<file path="src/rtl/store_pkg.sv">
// Shared encodings for the store merge unit: FSM states, store sizes and
// the request decode helpers used when a store is accepted.
package store_pkg;

  localparam logic [1:0] ST_IDLE  = 2'd0;
  localparam logic [1:0] ST_READ  = 2'd1;
  localparam logic [1:0] ST_WRITE = 2'd2;
  localparam logic [1:0] ST_ERR   = 2'd3;

  localparam logic [1:0] SZ_WORD = 2'd0;
  localparam logic [1:0] SZ_HALF = 2'd1;
  localparam logic [1:0] SZ_BYTE = 2'd2;

  // Byte wins over Half, so a request with both set is a byte store.
  function automatic logic [1:0] decode_size(input logic byte_sel, input logic half_sel);
    if (byte_sel)      return SZ_BYTE;
    else if (half_sel) return SZ_HALF;
    else               return SZ_WORD;
  endfunction

  function automatic logic is_misaligned(input logic [1:0] size, input logic [1:0] lane);
    case (size)
      SZ_BYTE: return 1'b0;
      SZ_HALF: return lane[0];
      default: return lane != 2'b00;
    endcase
  endfunction

endpackage

</file>
<file path="src/rtl/byte_lane_merge.sv">
// Little-endian read-modify-write merge: overlays the new byte or halfword
// onto the old RAM word; a word store replaces the whole word.
module byte_lane_merge
  import store_pkg::*;
(
  input  logic [31:0] old_word_i,
  input  logic [31:0] new_data_i,
  input  logic [1:0]  size_i,
  input  logic [1:0]  lane_i,
  output logic [31:0] merged_o
);

  always_comb begin
    // NOTE: assigning a default first keeps every path driven, so no latch is inferred.
    merged_o = old_word_i;
    case (size_i)
      SZ_BYTE: begin
        case (lane_i)
          2'd0:    merged_o[7:0]   = new_data_i[7:0];
          2'd1:    merged_o[15:8]  = new_data_i[7:0];
          2'd2:    merged_o[23:16] = new_data_i[7:0];
          default: merged_o[31:24] = new_data_i[7:0];
        endcase
      end
      SZ_HALF: begin
        if (lane_i[1]) merged_o[31:16] = new_data_i[15:0];
        else           merged_o[15:0]  = new_data_i[15:0];
      end
      default: merged_o = new_data_i;
    endcase
  end

endmodule

</file>
<file path="src/rtl/store_merge_unit.sv">
// Store unit for a word-wide synchronous data RAM: sw writes directly,
// sb/sh do a read-modify-write, misaligned stores are rejected without a write.
module store_merge_unit
  import store_pkg::*;
(
  input  logic        clk,
  input  logic        rst,
  input  logic        Memwrite,
  input  logic        Byte,
  input  logic        Half,
  input  logic [31:0] Addr,
  input  logic [31:0] Wdata,
  input  logic [31:0] Mem_rdata,
  output logic [9:0]  Mem_addr,
  output logic        Mem_we,
  output logic [31:0] Mem_wdata,
  output logic        Stall,
  output logic        Done,
  output logic        Misalign
);

  logic [1:0]  state_q, state_d;
  logic [11:0] addr_q,  addr_d;
  logic [31:0] wdata_q, wdata_d;
  logic [1:0]  size_q,  size_d;

  logic [1:0]  req_size;
  logic        accept;
  logic        unused_addr_hi;

  assign req_size       = decode_size(Byte, Half);
  assign accept         = (state_q == ST_IDLE) && Memwrite;
  assign unused_addr_hi = ^Addr[31:12];

  always_comb begin
    state_d = state_q;
    addr_d  = addr_q;
    wdata_d = wdata_q;
    size_d  = size_q;
    case (state_q)
      ST_IDLE: begin
        if (Memwrite) begin
          addr_d  = Addr[11:0];
          wdata_d = Wdata;
          size_d  = req_size;
          if (is_misaligned(req_size, Addr[1:0])) state_d = ST_ERR;
          else if (req_size == SZ_WORD)           state_d = ST_WRITE;
          else                                    state_d = ST_READ;
        end
      end
      ST_READ: state_d = ST_WRITE;
      // WRITE and ERR last one cycle; the CPU advances on that edge, so IDLE
      // only ever sees the next instruction.
      default: state_d = ST_IDLE;
    endcase
  end

  always_ff @(posedge clk) begin
    // NOTE: state registers use non-blocking assignments so every flop samples pre-edge values.
    if (rst) begin
      state_q <= ST_IDLE;
      addr_q  <= '0;
      wdata_q <= '0;
      size_q  <= SZ_WORD;
    end else begin
      state_q <= state_d;
      addr_q  <= addr_d;
      wdata_q <= wdata_d;
      size_q  <= size_d;
    end
  end

  // Status outputs are forced low while reset is held, even mid-store.
  assign Stall    = !rst && (accept || (state_q == ST_READ));
  assign Mem_we   = !rst && (state_q == ST_WRITE);
  assign Done     = !rst && ((state_q == ST_WRITE) || (state_q == ST_ERR));
  assign Misalign = !rst && (state_q == ST_ERR);
  assign Mem_addr = (state_q == ST_IDLE) ? Addr[11:2] : addr_q[11:2];

  byte_lane_merge u_merge (
    .old_word_i (Mem_rdata),
    .new_data_i (wdata_q),
    .size_i     (size_q),
    .lane_i     (addr_q[1:0]),
    .merged_o   (Mem_wdata)
  );

endmodule

</file>
<file path="config.mk">
export PLATFORM = sky130hd
export DESIGN_NAME = store_merge_unit
export DESIGN_NICKNAME = d
export VERILOG_FILES = /design/src/rtl/store_pkg.sv /design/src/rtl/byte_lane_merge.sv /design/src/rtl/store_merge_unit.sv
export SDC_FILE = /design/constraint.sdc
export NUM_CORES = 1
export LEC_CHECK = 0
export ABC_AREA = 1
export CORE_UTILIZATION = 40
export CTS_BUF_LIST = sky130_fd_sc_hd__clkbuf_8
export CTS_CLUSTER_DIAMETER = 150
export DETAILED_ROUTE_END_ITERATION = 7
export GPL_ROUTABILITY_DRIVEN = 0
export PLACE_DENSITY = 0.76
export SLEW_MARGIN = 15
export SYNTH_ARGS = -nofsm -noshare
export SYNTH_HDL_FRONTEND = slang
export SYNTH_SLANG_ARGS = --single-unit
</file>
<file path="constraint.sdc">
create_clock -name clk -period 2.2 [get_ports clk]
set_clock_uncertainty 0.15 [all_clocks]
set_input_delay 0.33 -clock clk [delete_from_list [all_inputs] [get_ports clk]]
set_output_delay 0.33 -clock clk [all_outputs]
set_load 0.05 [all_outputs]
</file>
==> impl_metrics.env, run 1 <==
export IMPL_final_max_slew_viol_count=0
export IMPL_syn_area_per_cell_um2=6.13
export IMPL_end_kind="output pin"
export IMPL_grt_ovfl_total=0
export IMPL_fmax_mhz=456
export IMPL_drt_initial_drc_count=287
export IMPL_rsz0062_at_grt="true"
export IMPL_path_common_cell="buf_6"
export IMPL_grt_first_pass_wirelength_um=16100
export IMPL_routed_wirelength_um=11000
export IMPL_path_max_fanout=4
export IMPL_grt_use_total=0.260
export IMPL_start_kind="flop"
export IMPL_synth_compound_area_frac=0.164
export IMPL_clock_sinks=48
export IMPL_yosys_area_top_type_share=0.316
export IMPL_cts_clk_slew_worst_paths_ns=0.09
export IMPL_synth_simple_area_share=0.390
export IMPL_hp_class="reg2reg"
export IMPL_ant_nets=0
export IMPL_synth_flop_cell="dfxtp_1"
export IMPL_drive_gt1_frac=0.233
export IMPL_max_slew_margin=0.753
export IMPL_crit_chain="inv_2, ha_4, nand2_4, a21oi_4, buf_6, nand3_1, o21ai_2, buf_6"
export IMPL_whs_ns=0.334
export IMPL_rrSetupSlack_ns=0.75
export IMPL_synth_cell_types=22
export IMPL_start_util=0.417
export IMPL_synth_xor_area_share=0
export IMPL_top_usage_layer="met2"
export IMPL_chipWidth_um=89.2
export IMPL_grt_use_met1=0.317
export IMPL_fin_cells=722
export IMPL_max_stage_delay_ns=0.35
export IMPL_pin_count=147
export IMPL_synth_top_family_by_area="simple AND/OR/NAND/NOR gates"
export IMPL_cts_tree="done"
export IMPL_vias=3853
export IMPL_syn_nets=599
export IMPL_hpwlAfterDp_um=7750
export IMPL_hold_viol_final=0
export IMPL_synth_seq_cells=48
export IMPL_met3_usage=0.0748
export IMPL_cts_hold_buf=0
export IMPL_syn_area_um2=3040
export IMPL_wire_per_inst_um=15.2
export IMPL_path_buf_inv=3
export IMPL_dpl_cell_area_um2=4790
export IMPL_yosys_area_top_type="dfxtp_1"
export IMPL_diodes=0
export IMPL_async_reset_ff_frac=0
export IMPL_area_growth_syn_to_layout_pct=71.2
export IMPL_period_share=0.997
export IMPL_clock_path_buffers=2
export IMPL_status="completed"
export IMPL_yosysMostFrequentCell="nand2_1"
export IMPL_numCtsBuffers=5
export IMPL_syn_inst=496
export IMPL_antenna_found_initial=0
export IMPL_post_synth_fa_ha_maj_area_fraction=0.00823
export IMPL_ir_drop_uv=296
export IMPL_pre_cts_slack_ns=0.180
export IMPL_ys_top_cells_by_area="dfxtp_1 32%, nand3_1 13%, nand2_1 11%, nor2_1 11%, o21ai_1 8.9%"
export IMPL_insertion_delay_ns=0.31
export IMPL_critical_path_class="reg2out"
export IMPL_leakage_nw=2.25
export IMPL_synth_warnings=0
export IMPL_placed_cells=709
export IMPL_worstMarginPinSlew_ns=0.366
export IMPL_critical_path_arrival_ns=1.71
export IMPL_crit_family="buffers and inverters"
export IMPL_port_buffers=126
export IMPL_setup_ws_ns=0.00753
export IMPL_remaining_drc_errors=0
export IMPL_die_area_um2=7950
export IMPL_drv_cap=0
export IMPL_ys_top_cells_by_count="93 x nand2_1, 90 x nor2_1, 77 x nand3_1"
export IMPL_die_h_um=89.2
export IMPL_power_density_nw_per_um2=648
export IMPL_rows=31
export IMPL_finalNetCount=725
export IMPL_grt_max_degree=34
export IMPL_cp_required_ns=1.72
export IMPL_grt_pass1_vias=3482
export IMPL_fin_crit_ns=2.19
export IMPL_synth_edf_count=0
export IMPL_htree_levels=2
export IMPL_viasPerCell=5.34
export IMPL_cp_slowest_cell="dfxtp_2"
export IMPL_cts_root_buffer="clkbuf_8"
export IMPL_met2_usage=0.442
export IMPL_setup_viol=0
export IMPL_drtPass1Iterations=5
export IMPL_coreArea_um2=7290
export IMPL_post_synth_mux_area_share=0
export IMPL_design_area_um2=5200
export IMPL_ys_seq_area_frac=0.316
## path summary, 6_finish.rpt
| kind | cells past startpoint | end | start |
|---|---|---|---|
| worst min-delay path | 2 | addr_q[3] | addr_q[3] |
| worst min register to register | 2 | addr_q[3] | addr_q[3] |
| worst max register to register | 5 | addr_q[6] | state_q[0] |
| worst max-delay path | 8 | Mem_wdata[6] | size_q[1] |
## routing by layer
metal / wire length (µm) / vias up / part of all wire
met5: 0 / - / 0
met3: 1090 / 34 / 0.10
li1: - / 1853 / -
met1: 4200 / 1731 / 0.38
met2: 5370 / 235 / 0.49
met4: 309 / 0 / 0.028
## placed cells by master (no fill, tap or decap)
cell type        synthesis  routed
o21ai_0                 12       9
inv_2                    9       6
nand3_2                  1       9
o21ai_1                 54      49
dfxtp_1                 48      44
o21ai_2                  0       8
nor3_1                   2       2
buf_4                    7      11
a21oi_1                 27      11
clkbuf_8                 0       6
dfxtp_4                  0       2
nor2_1                  90      90
buf_12                   0      42
dfxtp_2                  0       2
nand2_4                  2       3
inv_4                    0       4
a21oi_2                  0      16
nand3_1                 77      69
inv_1                   38      37
nand2_2                  6      10
nor2_8                   1       1
clkinvlp_4               0       1
clkdlybuf4s50_1          0      80
inv_6                    0       1
buf_8                    0       2
nand2_8                  0       2
ha_4                     0       2
nand2_1                 93      86
nor4_1                   1       1
nor2_2                   1       1
a21oi_4                  2       2
buf_6                    5      14
## state kept, by name, summed over array words and instances (netlist names)
signal / flops
addr_q: 12
wdata_q: 32
state_q: 2
size_q: 2
## through the flow
| stage | TNS (ns) | power (W) | util |
|---|---|---|---|
| 6_report | 0 | 0.00337 | 0.714 |
| 5_1_grt | -0.718 | 0.00352 | 0.714 |
| 4_1_cts | -0.0302 | 0.00328 | 0.684 |
| 3_5_place_dp | 0 | 0.00269 | 0.656 |
| 3_3_place_gp | 0 | 0.00267 | 0.656 |
| 2_1_floorplan | -0.543 | 0.00193 | - |
## tightest hold or removal path: stages, from the launching register on
cell and delay, ns:
dfxtp_1 0.32, nand3_1 0.07, o21ai_1 0.05
## kinds of logic after synthesis
family	count (synthesis)
buffers and inverters	77
DFF	48
and+or+nand+nor	274
AOI/OAI and AO/OA	95
adders and majority gates	2
## final cells by class
type / count / area, µm²
Tap cell: 99 / 124
Sequential cell: 48 / 971
Clock buffer: 6 / 82.6
Multi-Input combinational cell: 371 / 1910
Fill cell: 556 / 2090
Clock inverter: 2 / 11.3
Timing Repair Buffer: 149 / 1910
Inverter: 47 / 191
## report_power, final
group	total, W	internal (W)	switching, W
sequential	0.00101	0.000947	0.0000630
clock	0.000565	0.000252	0.000313
combinational	0.00180	0.000785	0.00101
## repair_timing
action,4_1_cts,5_1_grt
setup buffers,2,4
cloned,0,0
gates resized for setup,25,47
pin swaps,5,11
setup endpoints to repair,35,41
No activity file was read; power rests on OpenSTA's default activity.
==> inputs of run 2 (changes only) <==
- CELL_PAD_IN_SITES_DETAIL_PLACEMENT: unset -> 0
- CELL_PAD_IN_SITES_GLOBAL_PLACEMENT: unset -> 2
- CORE_UTILIZATION: 40 -> 22
- PLACE_DENSITY: 0.76 -> 0.85
- clock period: 2.2 -> 2.7 ns (I/O delays scaled with it)
==> run 2 against run 1 <==
- total power shrank 22%
- register-to-register slack better by 0.37 ns
- design area is 9.2% lower
- global-route usage shrank 10 points
- sequential power fell by 18%
- hold slack worse by 0.0038 ns
- utilization down 36 points
- critical path type unchanged
- largest power group unchanged
- highest routed layer unchanged
==> impl_metrics.env, run 2 (synthesis results as in run 1) <==
export IMPL_pin_count=147
export IMPL_fin_cells=787
export IMPL_port_buffers=126
export IMPL_hp_class="reg2reg"
export IMPL_leakage_nw=2.08
export IMPL_finalNetCount=713
export IMPL_remaining_drc_errors=0
export IMPL_end_kind="output pin"
export IMPL_grt_max_degree=48
export IMPL_chipWidth_um=120
export IMPL_start_util=0.228
export IMPL_final_max_slew_viol_count=0
export IMPL_antenna_found_initial=0
export IMPL_layout_commonest_cell="nand2_1"
export IMPL_final_cell_mix="93 x nand2_1, 90 x nor2_1, 80 x clkdlybuf4s50_1, 77 x nand3_1, 54 x o21ai_1"
export IMPL_grt_ovfl_total=0
export IMPL_diodes=0
export IMPL_htree_levels=2
export IMPL_status="completed"
export IMPL_cts_root_buffer="clkbuf_8"
export IMPL_max_stage_delay_ns=0.37
export IMPL_tns_ns=0
export IMPL_max_slew_margin=0.635
export IMPL_hpwlAfterDp_um=8870
export IMPL_hold_viol_final=0
export IMPL_fin_crit_ns=2.50
export IMPL_critical_path_arrival_ns=1.94
export IMPL_largest_reg_flops=32
export IMPL_numCtsBuffers=5
export IMPL_grt_first_pass_wirelength_um=17900
export IMPL_reg_top3="wdata_q (32), addr_q (12)"
export IMPL_seqPwrFrac=0.314
export IMPL_pwr_share_comb=0.481
export IMPL_crit_family="buffers and inverters"
export IMPL_drtPass1Iterations=5
export IMPL_path_max_fanout=22
export IMPL_power_density_nw_per_um2=557
export IMPL_cp_required_ns=2.14
export IMPL_fmax_mhz=400
export IMPL_rsz0062_at_grt="false"
export IMPL_regMostFlops="wdata_q"
export IMPL_swShare=0.406
export IMPL_internal_power_w=0.00156
export IMPL_rows=42
export IMPL_wire_per_inst_um=14.1
export IMPL_critical_path_class="reg2out"
export IMPL_clock_path_buffers=2
export IMPL_die_area_um2=14300
export IMPL_p_sw_w=0.00107
export IMPL_clock_sinks=48
export IMPL_post_cts_buffers=0
export IMPL_die_h_um=120
export IMPL_insertion_delay_ns=0.31
export IMPL_crit_chain="inv_1, ha_1, inv_2, buf_4, nand2_1, nor2_1, a21oi_1, buf_12"
export IMPL_viasPerCell=4.49
export IMPL_period_share=0.925
export IMPL_grt_use_total=0.160
export IMPL_coreArea_um2=13300
export IMPL_drive_gt1_frac=0.146
export IMPL_start_kind="flop"
export IMPL_pwr_share_clk=0.205
export IMPL_routed_wirelength_um=11100
export IMPL_drt_initial_drc_count=171
export IMPL_ir_drop_uv=200
export IMPL_setup_viol=0
export IMPL_cts_clk_slew_worst_paths_ns=0.09
export IMPL_cts_tree="done"
export IMPL_grt_pass1_vias=3528
export IMPL_cp_slowest_cell="dfxtp_1"
export IMPL_area_growth_syn_to_layout_pct=55.5
export IMPL_worstMarginPinSlew_ns=0.546
export IMPL_vias=3536
export IMPL_ant_nets=0
export IMPL_placed_cells=779
export IMPL_drv_cap=0
export IMPL_path_buf_inv=4
[run 2: layout make-up]
class	instances	area [µm²]
flip-flops and latches	48	962
fillers	1478	8620
well taps	176	220
multi-input cells	371	1710
clock buffers	5	68.8
clock inverters	3	47.5
inverters	47	176
repair buffers	137	1540
[run 2: path summary, 6_finish.rpt]
kind	startpoint	endpoint	slack (ns)	cells after the start
setup / recovery	size_q[0]	Mem_wdata[24]	0.20	8
hold / removal	addr_q[6]	addr_q[6]	0.33	2
setup reg to reg	state_q[1]	addr_q[4]	1.12	5
hold reg to reg	addr_q[6]	addr_q[6]	0.33	2
[run 2: what timing repair did]
item	4_1_cts	5_1_grt
hold buffers	0	0
resized for setup	0	2
setup endpoints to repair	0	21
[run 2: stage by stage]
step                utilization  total power (W)  setup slack, ns  hold slack, ns  area (µm²)
floorplan                     -          0.00154            0.248           0.301        3040
global placement          0.345          0.00211            0.436           0.313        4610
CTS                       0.354          0.00267           0.0573           0.332        4720
global route              0.354          0.00278           0.0440           0.366        4730
finish                    0.354          0.00263            0.202           0.330        4730
detailed placement        0.345          0.00212            0.424           0.319        4610
[run 2: power by group through the flow]
stage / registers, W / clock network, W / logic (W)
after floorplan: 0.000818 / 0 / 0.000724
after global placement: 0.000840 / 0 / 0.00127
after detailed placement: 0.000842 / 0 / 0.00127
after CTS: 0.000826 / 0.000566 / 0.00128
after global routing: 0.000836 / 0.000591 / 0.00135
final: 0.000827 / 0.000539 / 0.00127
[run 2: layer usage]
layer	up-vias	track usage	wire (µm)
li1	1827	-	-
met1	1569	0.204	5060
met2	123	0.266	5000
met5	-	0	0
met3	17	0.0347	749
met4	0	0.0547	259
[run 2: worst min-delay path, stage by stage (launching register included)]
cell and delay (ns):
dfxtp_1 0.32, nand3_1 0.07, o21ai_1 0.05
